**src/rtl/multi_blink.sv**
```systemverilog
// Multi-channel LED/indicator driver: shared prescaler tick feeding per-channel
// OFF / ON / BLINK / BURST engines configured through a single write port.
module multi_blink #(
    parameter int NCH      = 4,
    parameter int PRESCALE = 25000,
    parameter int PW       = 8,
    parameter int CW       = 4,
    localparam int CHW     = (NCH > 1) ? $clog2(NCH) : 1
) (
    input  logic           clk,
    input  logic           rst,
    input  logic           cfg_valid,
    input  logic [CHW-1:0] cfg_ch,
    input  logic [1:0]     cfg_mode,
    input  logic [PW-1:0]  cfg_period,
    input  logic [CW-1:0]  cfg_count,
    output logic [NCH-1:0] B,
    output logic [NCH-1:0] busy,
    output logic [NCH-1:0] done
);

    localparam int PSW = $clog2(PRESCALE);

    typedef enum logic [1:0] {
        ST_OFF   = 2'd0,
        ST_ON    = 2'd1,
        ST_BLINK = 2'd2,
        ST_BURST = 2'd3
    } ch_state_e;

    logic [PSW-1:0] pre_q;
    logic [PSW-1:0] pre_d;
    logic           tick;

    ch_state_e      state_q  [NCH];
    logic [PW-1:0]  phase_q  [NCH];
    logic [PW-1:0]  period_q [NCH];
    logic [CW-1:0]  rem_q    [NCH];
    logic [NCH-1:0] b_q;
    logic [NCH-1:0] done_q;
    logic [NCH-1:0] zdone_q;
    logic [NCH-1:0] wr_hit;

    always_comb begin
        tick  = (pre_q == PSW'(PRESCALE - 1));
        pre_d = tick ? '0 : pre_q + PSW'(1);
    end

    always_ff @(posedge clk) begin
        if (rst) begin
            pre_q <= '0;
        end else begin
            pre_q <= pre_d;
        end
    end

    // Indices outside 0..NCH-1 never match a channel, so such writes vanish.
    always_comb begin
        wr_hit = '0;
        for (int i = 0; i < NCH; i++) begin
            wr_hit[i] = cfg_valid && (cfg_ch == CHW'(i));
        end
    end

    always_ff @(posedge clk) begin
        if (rst) begin
            b_q     <= '0;
            done_q  <= '0;
            zdone_q <= '0;
            for (int i = 0; i < NCH; i++) begin
                state_q[i]  <= ST_OFF;
                phase_q[i]  <= '0;
                period_q[i] <= '0;
                rem_q[i]    <= '0;
            end
        end else begin
            for (int i = 0; i < NCH; i++) begin
                // A zero-length burst reports completion one cycle after the write.
                done_q[i]  <= zdone_q[i];
                zdone_q[i] <= 1'b0;
                if (wr_hit[i]) begin
                    phase_q[i]  <= '0;
                    period_q[i] <= (cfg_period == '0) ? PW'(1) : cfg_period;
                    rem_q[i]    <= cfg_count;
                    case (cfg_mode)
                        2'd0: begin
                            state_q[i] <= ST_OFF;
                            b_q[i]     <= 1'b0;
                        end
                        2'd1: begin
                            state_q[i] <= ST_ON;
                            b_q[i]     <= 1'b1;
                        end
                        2'd2: begin
                            state_q[i] <= ST_BLINK;
                            b_q[i]     <= 1'b1;
                        end
                        default: begin
                            if (cfg_count == '0) begin
                                state_q[i] <= ST_OFF;
                                b_q[i]     <= 1'b0;
                                zdone_q[i] <= 1'b1;
                            end else begin
                                state_q[i] <= ST_BURST;
                                b_q[i]     <= 1'b1;
                            end
                        end
                    endcase
                end else if (tick && (state_q[i] == ST_BLINK || state_q[i] == ST_BURST)) begin
                    if (phase_q[i] == period_q[i] - PW'(1)) begin
                        phase_q[i] <= '0;
                        if (state_q[i] == ST_BURST && b_q[i]) begin
                            b_q[i] <= 1'b0;
                            if (rem_q[i] == CW'(1)) begin
                                state_q[i] <= ST_OFF;
                                rem_q[i]   <= '0;
                                done_q[i]  <= 1'b1;
                            end else begin
                                rem_q[i] <= rem_q[i] - CW'(1);
                            end
                        end else begin
                            b_q[i] <= ~b_q[i];
                        end
                    end else begin
                        phase_q[i] <= phase_q[i] + PW'(1);
                    end
                end
            end
        end
    end

    always_comb begin
        busy = '0;
        for (int i = 0; i < NCH; i++) begin
            busy[i] = (state_q[i] == ST_BLINK) || (state_q[i] == ST_BURST);
        end
    end

    assign B    = b_q;
    assign done = done_q;

endmodule

```
**config.mk**
```make
export PLATFORM = sky130hd
export DESIGN_NAME = multi_blink
export DESIGN_NICKNAME = d
export VERILOG_FILES = /design/src/rtl/multi_blink.sv
export SDC_FILE = /design/constraint.sdc
export NUM_CORES = 1
export LEC_CHECK = 0
export BUFFER_PORTS_ARGS = -buffer_cell sky130_fd_sc_hd__buf_2
export CORE_UTILIZATION = 40
export DETAILED_ROUTE_END_ITERATION = 10
export GPL_ROUTABILITY_DRIVEN = 0
export PLACE_DENSITY = 0.62
export SYNTH_ARGS = -nofsm -noshare
export SYNTH_HDL_FRONTEND = slang
export SYNTH_SLANG_ARGS = --single-unit
```
**constraint.sdc**
```tcl
create_clock -name clk -period 2.3 [get_ports clk]
set_input_delay 0.115 -clock clk [delete_from_list [all_inputs] [get_ports clk]]
set_output_delay 0.115 -clock clk [all_outputs]
set_load 0.005 [all_outputs]
```
## Word-level counts from Yosys, hierarchy flattened

Memories as Yosys holds them, arrays and structs flattened.
Cells that the tools add are included.

- Register bits after elaboration: 27
- RAM bits: 88
- Memories: 4
- Word-level logic and storage cells: 404

Memory list:

| name | words | width | rd ports | clocked after memory_dff | wr ports | RTL line | source |
|---|---|---|---|---|---|---|---|
| period_q | 4 | 8 | 4 | 0 | 4 | 37 | `logic [PW-1:0] period_q [NCH];` |
| phase_q | 4 | 8 | 4 | 0 | 4 | 36 | `logic [PW-1:0] phase_q [NCH];` |
| rem_q | 4 | 4 | 4 | 0 | 4 | 38 | `logic [CW-1:0] rem_q [NCH];` |
| state_q | 4 | 2 | 4 | 0 | 4 | 35 | `ch_state_e state_q [NCH];` |

- Add/subtract/negate cells: 13
- Equal/unequal tests: 22
- Bitwise gates (word level): 56
- Multiplexer cells: 267
- Reductions and logical operators: 35

Operators with widths:

| kind | count |
|---|---|
| two-way mux 1 bit | 213 |
| two-way mux 8 bit | 17 |
| OR 1 bit | 52 |
| two-way mux 2 bit | 24 |
| two-way mux 4 bit | 12 |
| adder 8 x 1 -> 8 bit (second input constant) | 4 |
| == test 8 bit | 4 |
| subtractor 8 x 1 -> 8 bit (second input constant) | 4 |
| == test 2 bit (second input constant) | 11 |
| == test 4 x 1 -> 1 bit (second input constant) | 4 |
| nonzero test 2 bit | 8 |
| subtractor 4 x 1 -> 4 bit (second input constant) | 4 |
| adder 15 x 1 -> 15 bit (second input constant) | 1 |
| == test 15 bit (second input constant) | 1 |
| logical AND 1 bit | 12 |
| logical NOT 8 bit | 1 |
| AND reduction 2 bit | 4 |
| == test 2 x 1 -> 1 bit (second input constant) | 2 |
| logical NOT 2 bit | 2 |
| logical NOT 4 bit | 1 |
| logical OR 1 bit | 4 |
| inverter 1 bit | 4 |
| OR reduction 2 bit | 2 |
| OR reduction 3 bit | 1 |
| case mux 1 bit (2 select lines) | 1 |

## Longest topological paths before layout

Gate-level depths: netlist of run 1.

- Word-level depth: 11
- Gate-level depth with buffers: 10
- Gate-level depth less buffers: 9

## Least setup slack after synthesis of run 1

No wires, ideal clock.

- Path type: register -> register
- Start: mem period_q[2][0]
- End: mem state_q[2][0] (netlist bit) (enable)
- Stages on the path, launching flop included: 9
- Data arrival time: 2.252 ns
- Clock period less this slack: 2.553 ns
- Setup time: 0.301 ns
- Buffers on the path: 0
- Setup slack: -0.253 ns
- Cell sequence: edfxtp_1 inv_1 ha_1 or3_1 a31o_1 a211oi_1 nor4b_4 nand2_1 nand3b_1

RTL lines:

| item | RTL line |
|---|---|
| start, declared | 37 |
| end, declared | 35 |

==> flow_summary.ini, run 1 <==
[route]
vias_per_cell = 5.17
wl_met3_um = 524
route.vias.total = 5089
remaining_drc_errors = 0
routed_wl_um = 15000
dr.max_layer_used = met4
routedWlPerCell_um = 15.2
wl_met2_um = 7730
first_pass_iters = 4
met1_length_um = 6480
ant_nets = 0
drtIter0Drc = 308

[clock_network]
numCtsBuffers = 17
clockBufferDepth = 2
cts_root_buffer = clkbuf_16
clkLatencyLatePin_ps = 410
h-tree-depth = 4
cts_tree = yes
cts_hold_buf = 0
cts_sinks = 115
clkTransAtPathRegs_ps = 60

[timing]
holdWs_ps = 82.5
rsz0062_at_grt = yes
finalSetupViolCount = 31
worst_slew_pin_slew_ps = 858
fin_crit_sh_pct = 104
finalMaxSlewViolations = 0
setup_slack_ps = -97.1
max_freq_ghz = 0.417
layout_min_cycle_time_ps = 2400
hold_violations = 0
skew_ps = 7.98
slew_headroom_pct = 42.7

[critical_path]
crit_buf_inv = 2
setup.worst_path.class = reg -> reg
path_max_fanout = 7
startpoint_type = register
path_delay_family = simple AND/OR/NAND/NOR gates
cpPeakStageDelay_ps = 400
crit_arrival_ps = 2560
regToRegSetupSlack_ps = -100
cp_slowest_cell = edfxtp_1
required_ps = 2460
path_cells = inv_2 -> ha_4 -> nor2b_4 -> or3_1 -> a31oi_1 -> o211ai_1 -> nor4_4 -> buf_6 -> mux2i_1 -> nor2_1
endpoint_kind = register

[floorplan]
core_area_sq_um = 15900
start_util_pct = 40.9
num_rows = 46
die_w_um = 129
die_area_sq_um = 16800
dieHeight_um = 129
top_level_ports = 31

[grt]
grt_max_degree = 17
antenna_found_initial = 0
track_usage_pct = 18.6
grt_pass1_vias = 4950
overflow = 0
grt_pass1_wl_um = 23900

[logic_synthesis]
synthDistinctLibCells = 58
synth_cells = 647
yosysSeqAreaShare_pct = 49.0
synth-seq-cells = 115
synth_edf_count = 88
synth_largest_area_cell = edfxtp_1
async_flop_share_pct = 0
synth.net_count = 687
avgSynthCellArea_sq_um = 10.0
synth_top_area_share_pct = 40.7
synth_area_leaders = edfxtp_1 (41%), dfxtp_1 (8.3%), xor2_1 (5.8%), nor2_1 (5.8%), xnor2_1 (5.3%)
synthFlopType = edfxtp_1
yosys_warnings = 0
syn_area_sq_um = 6500

[cells_and_area]
instances_no_fill = 985
antenna_cells = 0
utilization_pct = 53.5
layout-drive-gt1-share_pct = 29.3
layout.nets = 796
area_delta_synth_final_pct = 30.8

[outcome]
status = finished with violations
violations = setup timing

[run]
drv_cap = 0

[place]
dp.cells = 939
dp_hpwl_um = 10900
io_buffer_count = 30

[pwr]
vdd_drop_max_uv = 538
cellPowerDensity_nw_per_um2 = 667
total_power_mw = 5.67
p_leak_nw = 3.24

[hold_path]
hold_class = in -> reg
[cell type report]
class / count / area [sq um]
fill: 1422 / 7390
multi-input combinational: 486 / 3590
sequential: 115 / 3190
timing repair buffer: 106 / 767
clock buffer: 18 / 439
tap: 216 / 270
clock inverter: 14 / 131
inverter: 30 / 113
[worst paths after layout]
path,start,to,cells after the start
max,period_q[1][1]$_SDFFCE_PN0P_,rem_q[1][2]$_SDFFCE_PN0P_,10
min,cfg_period[2],period_q[1][2]$_SDFFCE_PN0P_,2
max reg2reg,period_q[1][1]$_SDFFCE_PN0P_,rem_q[1][2]$_SDFFCE_PN0P_,10
min reg2reg,zdone_q[1]$_SDFF_PP0_,done[1]$_SDFF_PP0_,2
[registers in the layout (all words and copies together) (netlist names)]
signal and flops:
B 4, period_q 32, pre_q 15, state_q 8, done 4, zdone_q 4
phase_q 32, rem_q 16
[cells in the mapped netlist (13+ instances only)]
| master | count |
|---|---|
| ha_1 | 21 |
| clkbuf_1 | 15 |
| nor2_1 | 100 |
| edfxtp_1 | 88 |
| nand3_1 | 29 |
| a21oi_1 | 14 |
| xor2_1 | 43 |
| nand2_1 | 37 |
| nor3_1 | 18 |
| and3_1 | 14 |
| and2_1 | 30 |
| dfxtp_1 | 27 |
| inv_1 | 30 |
| or3_1 | 13 |
| xnor2_1 | 39 |
[cells by family after synthesis]
kind of cell	count (synthesis)	share of synthesized area (%)
buf+inv	46	2.72
simple gates	311	25.6
xor+xnor	82	11.1
compound gates	64	6.38
flops	115	49.0
fa+ha+maj	21	4.04
mux	8	1.23
[report_power, final]
group          internal (mW)  switching (mW)
logic                  0.330           0.365
clock network           1.52           0.982
registers               2.36           0.119
[cells in the final DEF, fill, tap and decap left out, types with 17 or more instances in the layout]
master,n
and2_1,30
buf_2,30
buf_4,66
clkbuf_16,17
dfxtp_1,24
edfxtp_1,88
ha_1,17
inv_1,26
nand2_1,33
nand3_1,28
nor2_1,84
xnor2_1,38
xor2_1,42
[worst reg2reg max path: stages, from the launching register on]
cell and delay [ps]:
edfxtp_1 400, inv_2 90, ha_4 170, nor2b_4 50
or3_1 340, a31oi_1 210, o211ai_1 240, nor4_4 230
buf_6 170, mux2i_1 190, nor2_1 60
[repair_timing]
item | 4_1_cts | 5_1_grt
gates cloned | 0 | 0
hold endpoints to repair | 0 | 0
endpoints found under the setup margin | 49 | 77
resized for setup | 35 | 65
buffers inserted | 4 | 11
pin swaps | 19 | 36
[metrics by stage]
step | setup TNS [ps] | cell area (sq um) | setup slack, ps
after floorplan | -1830 | 6560 | -135
after global placement | -4310 | 7390 | -179
after detailed placement | -7460 | 7390 | -254
after CTS | -1600 | 8130 | -125
after global routing | -7210 | 8500 | -225
final | -1330 | 8500 | -97.1
[routing by layer]
layer	global-route usage, %	vias up
met5	0	-
met4	8.14	0
met3	4.34	25
met2	31.8	87
met1	22.4	2484
li1	-	2493
No activity file was read; power rests on OpenSTA's default activity.
==> run 2, diff against run 1 <==
CORE_UTILIZATION = 30   (was 40)
PLACE_DENSITY = 0.5   (was 0.62)
==> run 2 against run 1 <==
The run still ends with setup timing left. Sequential power is essentially flat. Design area is 5.0% higher. Non-clock buffer count rose by 15. Clock power grew 10%. Wire length up 6.4%. Sequential share of layout area fell by 1.8 points. Combinational power grew 8.8%. Critical path depth is 1 lower. Clock skew rose by 8.5 ps. First-iteration DRC count fell by 44%. Final cell count grew 7.5%.
==> flow_summary.ini, run 2 (synthesized netlist as in run 1, its figures left out) <==
[outcome]
status = finished with violations
violations = setup timing

[floorplan]
die_area_sq_um = 22200
dieHeight_um = 149
num_rows = 53
start_util_pct = 30.7
core_area_sq_um = 21200
die_w_um = 149
top_level_ports = 31

[grt]
gr-usage-met2_pct = 25.5
grt_pass1_vias = 5111
antenna_found_initial = 0
overflow = 0
track_usage_pct = 14.9
grt_util_met1_pct = 18.1
grt_max_degree = 17
use_met3_pct = 2.60
grt_most_used_layer = met2
grt_pass1_wl_um = 25400

[run]
drv_cap = 0

[place]
io_buffer_count = 30
dp.cells = 1006
dp_hpwl_um = 11600

[critical_path]
r2r_cells = 9
endpoint_kind = register
r2r_end = rem_q[2][3]$_SDFFCE_PN0P_
endpoint = rem_q[2][3]$_SDFFCE_PN0P_
required_ps = 2550
crit_arrival_ps = 2670
setup.worst_path.class = reg -> reg
r2r_start = period_q[2][2]$_SDFFCE_PN0P_
regToRegSetupSlack_ps = -120
path_max_fanout = 4
cp-startpoint = period_q[2][2]$_SDFFCE_PN0P_
startpoint_type = register

[cells_and_area]
instances_no_fill = 1059
final_cell_mix = edfxtp_1 (88), nor2_1 (82), buf_4 (75)
final_common_cell = edfxtp_1
fillers = 2001
layout-drive-gt1-share_pct = 32.0
top_regs = period_q x32, phase_q x32, rem_q x16
antenna_cells = 0
area_delta_synth_final_pct = 37.4
layout.nets = 811

[pwr]
total_power_mw = 5.98
vdd_drop_max_uv = 597
cellPowerDensity_nw_per_um2 = 670
p_leak_nw = 3.40

[clock_network]
clkLatencyLatePin_ps = 430
h-tree-depth = 4
numCtsBuffers = 17
clkTransAtPathRegs_ps = 50
cts_sinks = 115
clockBufferDepth = 2
cts_root_buffer = clkbuf_16
cts_hold_buf = 0
cts_tree = yes

[timing]
layout_min_cycle_time_ps = 2420
holdWs_ps = 71.9
fin_crit_sh_pct = 105
worst_slew_pin_slew_ps = 925
rsz0062_at_grt = yes
finalMaxSlewViolations = 0
finalSetupViolCount = 38
slew_headroom_pct = 38.2
hold_violations = 0
skew_ps = 16.5
max_freq_ghz = 0.414
fin_setup_tns_ps = -1570
setup_slack_ps = -116

[route]
remaining_drc_errors = 0
routed_wl_um = 16000
first_pass_iters = 5
drtIter0Drc = 174
route.vias.total = 5080
vias_per_cell = 4.80
routedWlPerCell_um = 15.1
ant_nets = 0

[hold_path]
hold_class = in -> reg
run 2: cell types whose count changed in the layout (fill, tap and decap cells not counted), sizes merged:
cell,delta
clkinv,-2
clkinvlp,-7
bufinv,-1
clkbuf,+7
buf,+15
inv,+3
run 2: per-layer routing:
| metal | up-vias | share of wire, % | wire length (um) |
|---|---|---|---|
| met4 | 0 | 1.7 | 269 |
| met1 | 2448 | 43 | 6910 |
| met3 | 21 | 2.8 | 452 |
| met5 | - | 0 | 0 |
| met2 | 78 | 52 | 8350 |
| li1 | 2533 | - | - |
run 2: how the worst min path moves through the flow:
stage                     startpoint                           end  slack (ps)  depth (start not counted)
6_report               cfg_period[6]  period_q[0][6]$_SDFFCE_PN0P_          70                          2
5_1_grt                cfg_period[2]  period_q[1][2]$_SDFFCE_PN0P_          70                          2
4_1_cts                cfg_period[5]  period_q[2][5]$_SDFFCE_PN0P_          60                          2
3_5_place_dp   zdone_q[1]$_SDFF_PP0_            done[1]$_SDFF_PP0_         420                          2
3_3_place_gp   zdone_q[1]$_SDFF_PP0_            done[1]$_SDFF_PP0_         420                          2
2_1_floorplan           cfg_count[0]         rem_q[3][0]$_DFFE_PP_         290                          2
run 2: through the flow:
stage | cell area [sq um] | worst slack, ps | util (%)
floorplan | 6560 | -135 | -
global placement | 7550 | -184 | 35.7
detailed placement | 7550 | -235 | 35.7
CTS | 8420 | -131 | 39.8
global route | 8930 | -266 | 42.2
finish | 8930 | -116 | 42.2
run 2: final cells by class:
type	instances	area [sq um]	share of cell area, %
multi-input combinational	486	3720	41.7
tap	275	344	3.85
clock buffer	25	592	6.63
timing repair buffer	121	928	10.4
inverter	30	113	1.26
clock inverter	7	45.0	0.505
sequential	115	3190	35.7
run 2: where the power goes:
group / internal (mW) / switching (mW) / total [mW]
clock: 1.79 / 0.960 / 2.75
sequential: 2.36 / 0.119 / 2.48
combinational: 0.356 / 0.400 / 0.756
total: 4.50 / 1.48 / 5.98
run 2: what timing repair did:
| action | CTS | global route |
|---|---|---|
| pin swaps | 14 | 34 |
| resized for setup | 39 | 88 |
| cloned | 0 | 0 |
| endpoints found under the setup margin | 60 | 93 |
| buffers inserted | 9 | 13 |
run 2: critical path, cell delays in order, from the launching register on:
cell      delay, ps
edfxtp_1        460
buf_6           170
nor3_4          180
a21oi_1          80
nand4b_1        220
a211oi_2        240
buf_4           170
or3b_1          340
a21o_1          200
a211oi_1        180
